==> src/rtl/lfsr_seq_ctrl.sv <==
// Sequencer that seeds a Fibonacci LFSR, steps it a programmed number of times and pulses done.
// Optional PERIOD_CHECK_EN adds period/period_valid: the step count at which the loaded seed first recurs.
module lfsr_seq_ctrl #(
  parameter int                WIDTH        = 4,
  parameter logic [WIDTH-1:0]  TAPS         = 4'b1100,
  parameter int                CNT_W        = 8,
  parameter logic [WIDTH-1:0]  DEFAULT_SEED = 4'b0001
) (
  input  logic             clock,
  input  logic             reset,
  input  logic             start,
  input  logic [WIDTH-1:0] seed,
  input  logic [CNT_W-1:0] step_count,
  input  logic             hold,
  output logic             busy,
  output logic [WIDTH-1:0] data_out,
  output logic             valid_flag,
  output logic             done,
  output logic             lockup_err
`ifdef PERIOD_CHECK_EN
  ,
  output logic [CNT_W-1:0] period,
  output logic             period_valid
`endif
);

  typedef enum logic [1:0] {IDLE, LOAD, RUN, DONE} state_t;

  function automatic logic [WIDTH-1:0] lfsr_next(input logic [WIDTH-1:0] s);
    return {s[WIDTH-2:0], ^(s & TAPS)};
  endfunction

  state_t           state;
  logic [WIDTH-1:0] seed_q;
  logic [CNT_W-1:0] remaining;
  logic [WIDTH-1:0] stepped;
  logic [WIDTH-1:0] eff_seed;

  assign stepped  = lfsr_next(data_out);
  // An all-zero state would lock the LFSR, so it is replaced before loading.
  assign eff_seed = (seed_q == '0) ? DEFAULT_SEED : seed_q;

`ifdef PERIOD_CHECK_EN
  logic [WIDTH-1:0] loaded;
  logic [CNT_W-1:0] steps;
`endif

  always_ff @(posedge clock or posedge reset) begin
    if (reset) begin
      state      <= IDLE;
      seed_q     <= '0;
      remaining  <= '0;
      data_out   <= '0;
      valid_flag <= 1'b0;
      done       <= 1'b0;
      busy       <= 1'b0;
      lockup_err <= 1'b0;
`ifdef PERIOD_CHECK_EN
      loaded       <= '0;
      steps        <= '0;
      period       <= '0;
      period_valid <= 1'b0;
`endif
    end else begin
      valid_flag <= 1'b0;
      done       <= 1'b0;
      lockup_err <= 1'b0;
      case (state)
        IDLE: begin
          if (start) begin
            seed_q    <= seed;
            remaining <= step_count;
            busy      <= 1'b1;
            state     <= LOAD;
          end
        end
        LOAD: begin
          data_out   <= eff_seed;
          lockup_err <= (seed_q == '0);
          state      <= (remaining == '0) ? DONE : RUN;
`ifdef PERIOD_CHECK_EN
          loaded       <= eff_seed;
          steps        <= '0;
          period       <= '0;
          period_valid <= 1'b0;
`endif
        end
        RUN: begin
          if (!hold) begin
            data_out   <= stepped;
            valid_flag <= 1'b1;
            remaining  <= remaining - 1'b1;
            if (remaining == 1) state <= DONE;
`ifdef PERIOD_CHECK_EN
            steps <= steps + 1'b1;
            if (!period_valid && stepped == loaded) begin
              period       <= steps + 1'b1;
              period_valid <= 1'b1;
            end
`endif
          end
        end
        DONE: begin
          done  <= 1'b1;
          busy  <= 1'b0;
          state <= IDLE;
        end
        default: state <= IDLE;
      endcase
    end
  end

endmodule

==> config.mk <==
export PLATFORM = sky130hd
export DESIGN_NAME = lfsr_seq_ctrl
export DESIGN_NICKNAME = d
export VERILOG_FILES = /design/src/rtl/lfsr_seq_ctrl.sv
export SDC_FILE = /design/constraint.sdc
export NUM_CORES = 1
export LEC_CHECK = 0
export ABC_CLOCK_PERIOD_IN_PS = 2000
export CAP_MARGIN = 10
export CORE_MARGIN = 5
export CORE_UTILIZATION = 37
export CTS_BUF_LIST = sky130_fd_sc_hd__clkbuf_8 sky130_fd_sc_hd__clkbuf_16
export DETAILED_ROUTE_END_ITERATION = 12
export DONT_BUFFER_PORTS = 1
export HOLD_SLACK_MARGIN = 0.12
export SYNTH_ARGS = -nofsm -noshare
export SYNTH_HDL_FRONTEND = slang
export SYNTH_SLANG_ARGS = --single-unit
==> constraint.sdc <==
create_clock -name clock -period 2 [get_ports clock]
set_input_delay 0.6 -clock clock [delete_from_list [all_inputs] [get_ports clock]]
set_output_delay 0.6 -clock clock [all_outputs]
set_load 0.01 [all_outputs]
==> impl_metrics.json <==
{
  "route.met2.wl_um": 1270,
  "vias": 960,
  "rsz0062_at_grt": "no",
  "antenna_found_initial": 0,
  "crit_chain": "inv_1 > ha_1 > nand2b_1 > o211ai_1 > a221o_1",
  "critPathRequiredTime_ns": 2.16,
  "hold_viol": 0,
  "wl_met1_um": 1210,
  "maxSlewViolCount": 0,
  "grt_pass1_wl_um": 4490,
  "routed_wl_um": 2650,
  "cpMaxStageDelayCell": "dfrtp_1",
  "finalSetupTns_ns": 0,
  "htreeDepth": 1,
  "cts.sinks": 22,
  "start_util_pct": 37.6,
  "ys_types": 34,
  "gp_congestion": 0.800,
  "firstDrtPassIters": 4,
  "clock_path_buffers": 2,
  "hp-class": "in -> async",
  "grt_pass1_vias": 941,
  "cts-hold-fix-buffers": 0,
  "grt_max_degree": 23,
  "tightest_slew_ns": 0.474,
  "num-nets-final": 157,
  "fp.dieW_um": 68.0,
  "drt-initial-drc-count": 23,
  "final.period_utilization_pct": 91.9,
  "core_um2": 3310,
  "syn_to_final_growth_pct": 10.8,
  "buffer_ports.inserted": 0,
  "arrival_ns": 1.99,
  "holdWs_ns": 0.246,
  "synth_seq_cells": 22,
  "crit_path_max_incr_delay_ns": 0.43,
  "synth_area_per_cell_um2": 9.89,
  "setup_viol": 0,
  "cts_buffers": 3,
  "final_cells": 178,
  "crit_type": "reg -> reg",
  "drc": 0,
  "synth_seq_area_share_pct": 44.2,
  "met3_length_um": 124,
  "max_freq_mhz": 544,
  "syn-num-nets": 150,
  "leakagePower_nw": 0.626,
  "diodes": 0,
  "routed.top_layer": "met4",
  "seq_area_um2": 551,
  "clock_skew_ns": 0.00120,
  "cp-end-kind": "flip-flop",
  "netlist_area_um2": 1250,
  "maxCapViolations": 0,
  "cts_tree": "yes",
  "vias_per_cell": 5.39,
  "fin_crit_ns": 1.84,
  "cp_top_family": "compound AO/OA/AOI/OAI gates",
  "rows": 21,
  "cts_resized": 0,
  "grt_usage_pct": 12.9,
  "multi_input_area_um2": 643,
  "clk-insertion-delay-late_ns": 0.27,
  "ys_warn_count": 0,
  "die_y_um": 68.0,
  "grt-ovfl-total": 0,
  "p_per_area_nw_per_um2": 1680,
  "synth_cells": 126,
  "status": "complete, no violations",
  "hpwl_um": 2050,
  "start_kind": "flip-flop",
  "crit_fanout": 8,
  "routedWlPerCell_um": 14.9,
  "irDropWorstVdd_uv": 528,
  "dp.cells": 174,
  "ant_nets": 0,
  "post_cts_buffers": 0,
  "num-fill-cells": 348,
  "io-pin-count": 24,
  "drive_gt1_share_pct": 14.4,
  "dieArea_um2": 4630,
  "cts.clk_slew.worst_paths_ns": 0.08,
  "crit_buf_inv": 1,
  "relSlewSlack_pct": 68.3,
  "cts_root_buffer": "clkbuf_8"
}
cell type report:
cell class                      count  share of cell area, %
Tap cell                           46                   4.17
Inverter                           10                   2.72
Sequential cell                    22                   39.9
Clock buffer                        4                   3.99
Multi-Input combinational cell     91                   46.6
Timing Repair Buffer                5                   2.72
power breakdown:
group | switching [W] | internal, W
combinational | 0.000565 | 0.000523
sequential | 0.000249 | 0.000655
clock | 0.000157 | 0.000176
total | 0.000970 | 0.00135
cell families (layout without fill, tap and decap cells):
family	count (synthesis)	count (layout)	synth area share (%)
and+or+nand+nor	40	40	16.7
AOI/OAI and AO/OA	33	33	18.2
DFF	22	22	44.2
buffers and inverters	13	19	4.22
muxes	9	9	8.03
adders and majority gates	8	8	8.03
xor gates and xnor gates	1	1	0.703
layout by cell type (no fill, tap or decap), types with 2 or more instances in the layout:
cell	count
o32ai_1	3
mux2i_1	4
nor3_1	5
o21ai_0	6
or2_2	2
buf_4	5
o21a_1	2
clkbuf_8	4
inv_1	10
nand2b_1	4
mux2_2	4
nand2_1	14
ha_1	8
o21ai_1	2
o211ai_1	2
dfrtp_1	22
nor4_2	2
a41o_1	2
nor2_1	8
o22ai_1	3
a21oi_1	6
stage by stage:
stage	total power [W]	instance area, µm²	setup slack [ns]	utilization (%)
final	0.00232	1380	0.163	41.7
after global routing	0.00252	1380	0.0366	41.7
after CTS	0.00233	1380	0.175	41.7
after detailed placement	0.00200	1330	0.202	40.1
after global placement	0.00197	1330	0.236	40.1
after floorplan	0.00171	1250	0.323	-
state kept, by name, summed over array words and instances (netlist names):
name        flops
state           2
data_out        4
done            1
lockup_err      1
seed_q          4
remaining       8
valid_flag      1
busy            1
worst paths after layout:
| check | startpoint | endpoint | slack (ns) | cells after the start |
|---|---|---|---|---|
| max | state[1] | remaining[5] | 0.16 | 5 |
| max reg2reg | state[1] | remaining[5] | 0.16 | 5 |
| max in group asynchronous | reset | remaining[0] | 1.53 | 2 |
| min | reset | valid_flag | 0.25 | 2 |
| min in group clock | step_count[5] | remaining[5] | 0.47 | 1 |
| min reg2reg | seed_q[0] | seed_q[0] | 0.54 | 1 |
per-layer routing:
layer,vias to the layer above,track usage (%)
li1,465,-
met1,471,16.3
met2,19,21.4
met3,5,2.63
met4,0,5.21
met5,-,0
synthesized netlist by cell type:
master      n  area [µm²]
mux2i_1     4        40.0
o21ai_0     6        30.0
nand2b_1    4        25.0
and3b_1     1        8.76
o211ai_1    2        15.0
buf_2       3        15.0
dfrtp_1    22         551
nor2b_1     1        6.26
nor3_1      5        25.0
a32oi_1     1        8.76
o21a_1      2        15.0
mux2_4      1        15.0
nor3b_1     1        7.51
inv_1      10        37.5
a311oi_1    1        8.76
nor4bb_1    1        10.0
a21oi_1     6        30.0
nand3_1     1        5.00
o31ai_1     1        7.51
a2bb2oi_1   1        8.76
nor4_2      2        25.0
a221o_1     1        10.0
ha_1        8         100
o22ai_1     3        18.8
a41o_1      2        20.0
mux2_2      4        45.0
or2_2       2        12.5
nand2_1    14        52.6
o32ai_1     3        26.3
nor2_1      8        30.0
xnor2_1     1        8.76
a211oi_1    1        7.51
o21ai_1     2        10.0
o211a_2     1        10.0
(Power assumes the default switching activity.)
==> edit: new RTL, same flow settings <==
Encoding of `state_t`: now one-hot (4 bits for 4 states).
--- a/src/rtl/lfsr_seq_ctrl.sv
+++ b/src/rtl/lfsr_seq_ctrl.sv
@@ -24,7 +24,7 @@
 `endif
 );
 
-  typedef enum logic [1:0] {IDLE, LOAD, RUN, DONE} state_t;
+  typedef enum logic [3:0] {IDLE = 4'b0001, LOAD = 4'b0010, RUN = 4'b0100, DONE = 4'b1000} state_t;
 
   function automatic logic [WIDTH-1:0] lfsr_next(input logic [WIDTH-1:0] s);
     return {s[WIDTH-2:0], ^(s & TAPS)};
Check against the original RTL: same outputs for any inputs over 10 cycles, from zero or initial values and one cycle with reset high; not proved beyond that.
==> edit against the unedited design <==
  * Area after synthesis up 1.3%
  * Cell area up 1.2%
  * Routed wire length up 3.5%
  * Utilization up 0.49 points
  * Worst setup slack worse by 0.020 ns
  * Total power down 18%
  * Via count up 5.7%
  * Sequential cell count up 2
==> edit: results (changes against the unedited design) <==
- Status: finished, final reports clean (unchanged)
- PwrDens: 1362 mW/mm² (was 1682 mW/mm²)
- Multi-input gate area: 618.1 µm² (was 643.1 µm²)
- Routed vias/inst: 5.608 (was 5.393)
- Skew final: 0.001764 ns (was 0.001202 ns)
- Final WS setup: 0.1428 ns (was 0.1629 ns)
- Worst vdd ir: 0.0005697 V (was 0.0005280 V)
- Dpl cells: 177 (was 174)
- Non-clock buffers, area share: 4.297% (was 2.717%)
- Most instantiated cells after synthesis: 23 x dfrtp_1, 16 x o21ai_0, 12 x nor2_1, 9 x nand2_1, 7 x a21oi_1 (was 22 x dfrtp_1, 14 x nand2_1, 10 x inv_1, 8 x ha_1, 8 x nor2_1)
- RD Place Congestion: 0.8620 (was 0.8001)
- Placement Setup Slack: 0.1703 ns (was 0.2016 ns)
- Register area: 601.8 µm² (was 550.5 µm²)
- Multi-Input Combinational: 95 (was 91)
- DRT iter0 DRCs: 42 (was 23)
- Lkg Pwr: 0.5809 nW (was 0.6264 nW)
- Number of distinct library cells after synthesis: 37 (was 34)
- Global-route usage over all layers: 13.26% (was 12.90%)
- NumNets Final: 154 (was 157)
- Crit Path Max Fanout: 6 (was 8)
- First-pass GRT wire length: 4643 µm (was 4491 µm)
- Vias in the first global route: 1053 (was 941)
- HPWL after detailed placement: 2099 µm (was 2051 µm)
- Non-clk invs: 4 (was 10)
- Synth top area cells: dfrtp_1 46%, o21ai_0 6.3%, mux2_2 3.6% (was dfrtp_1 44%, ha_1 8.0%, nand2_1 4.2%)
- Non-clk bufs: 8 (was 5)
-- edit: cell count changes after synthesis, moves of 3 or more --
| cell | delta |
|---|---|
| nor2_1 | +4 |
| nor4b_1 | +3 |
| nand2_1 | -5 |
| ha_1 | -6 |
| a22oi_1 | +3 |
| inv_1 | -6 |
| o21ai_0 | +10 |
-- edit: final timing paths --
path | start | to | cells past startpoint
setup / recovery | remaining[0]$_DFFE_PP0P_ | remaining[7]$_DFFE_PP0P_ | 4
hold / removal | reset | seed_q[2]$_DFFE_PP0P_ | 2
setup reg to reg | remaining[0]$_DFFE_PP0P_ | remaining[7]$_DFFE_PP0P_ | 4
hold reg to reg | seed_q[0]$_DFFE_PP0P_ | lockup_err$_DFF_PP0_ | 1
max in group asynchronous | reset | state[0]$_DFFE_PP1P_ | 2
min in group clock | hold | valid_flag$_DFF_PP0_ | 1
-- edit: where the power goes --
group	leakage [nW]	switching [mW]	internal, mW	total (mW)
Sequential	0.291	0.229	0.681	0.910
Combinational	0.263	0.363	0.348	0.711
Clock	0.0269	0.146	0.137	0.283
Total	0.581	0.738	1.17	1.90
-- edit: layer usage --
metal	global-route usage, %	share of wire (%)
met1	16.14	44
met2	22.77	50
met3	2.956	5.9
met4	4.715	0.87
met5	0	0
-- edit: cells by family (layout without fill, tap and decap cells) --
family	count (synthesis)	in the layout	synth area share, %
flip-flops	24	24	47.67
AO/OA/AOI/OAI	38	38	17.94
adder cells (fa/ha/maj)	2	2	1.982
XOR/XNOR	1	1	0.6939
buffers and inverters	10	16	3.370
multiplexers	7	7	5.946
AND/OR/NAND/NOR	47	47	22.40
-- edit: worst max-delay path, stage by stage, from the launching register on --
cell and delay [ns]:
dfrtp_1 0.46, or4_4 0.58, or4_4 0.44, a21oi_2 0.14
a2bb2oi_1 0.16
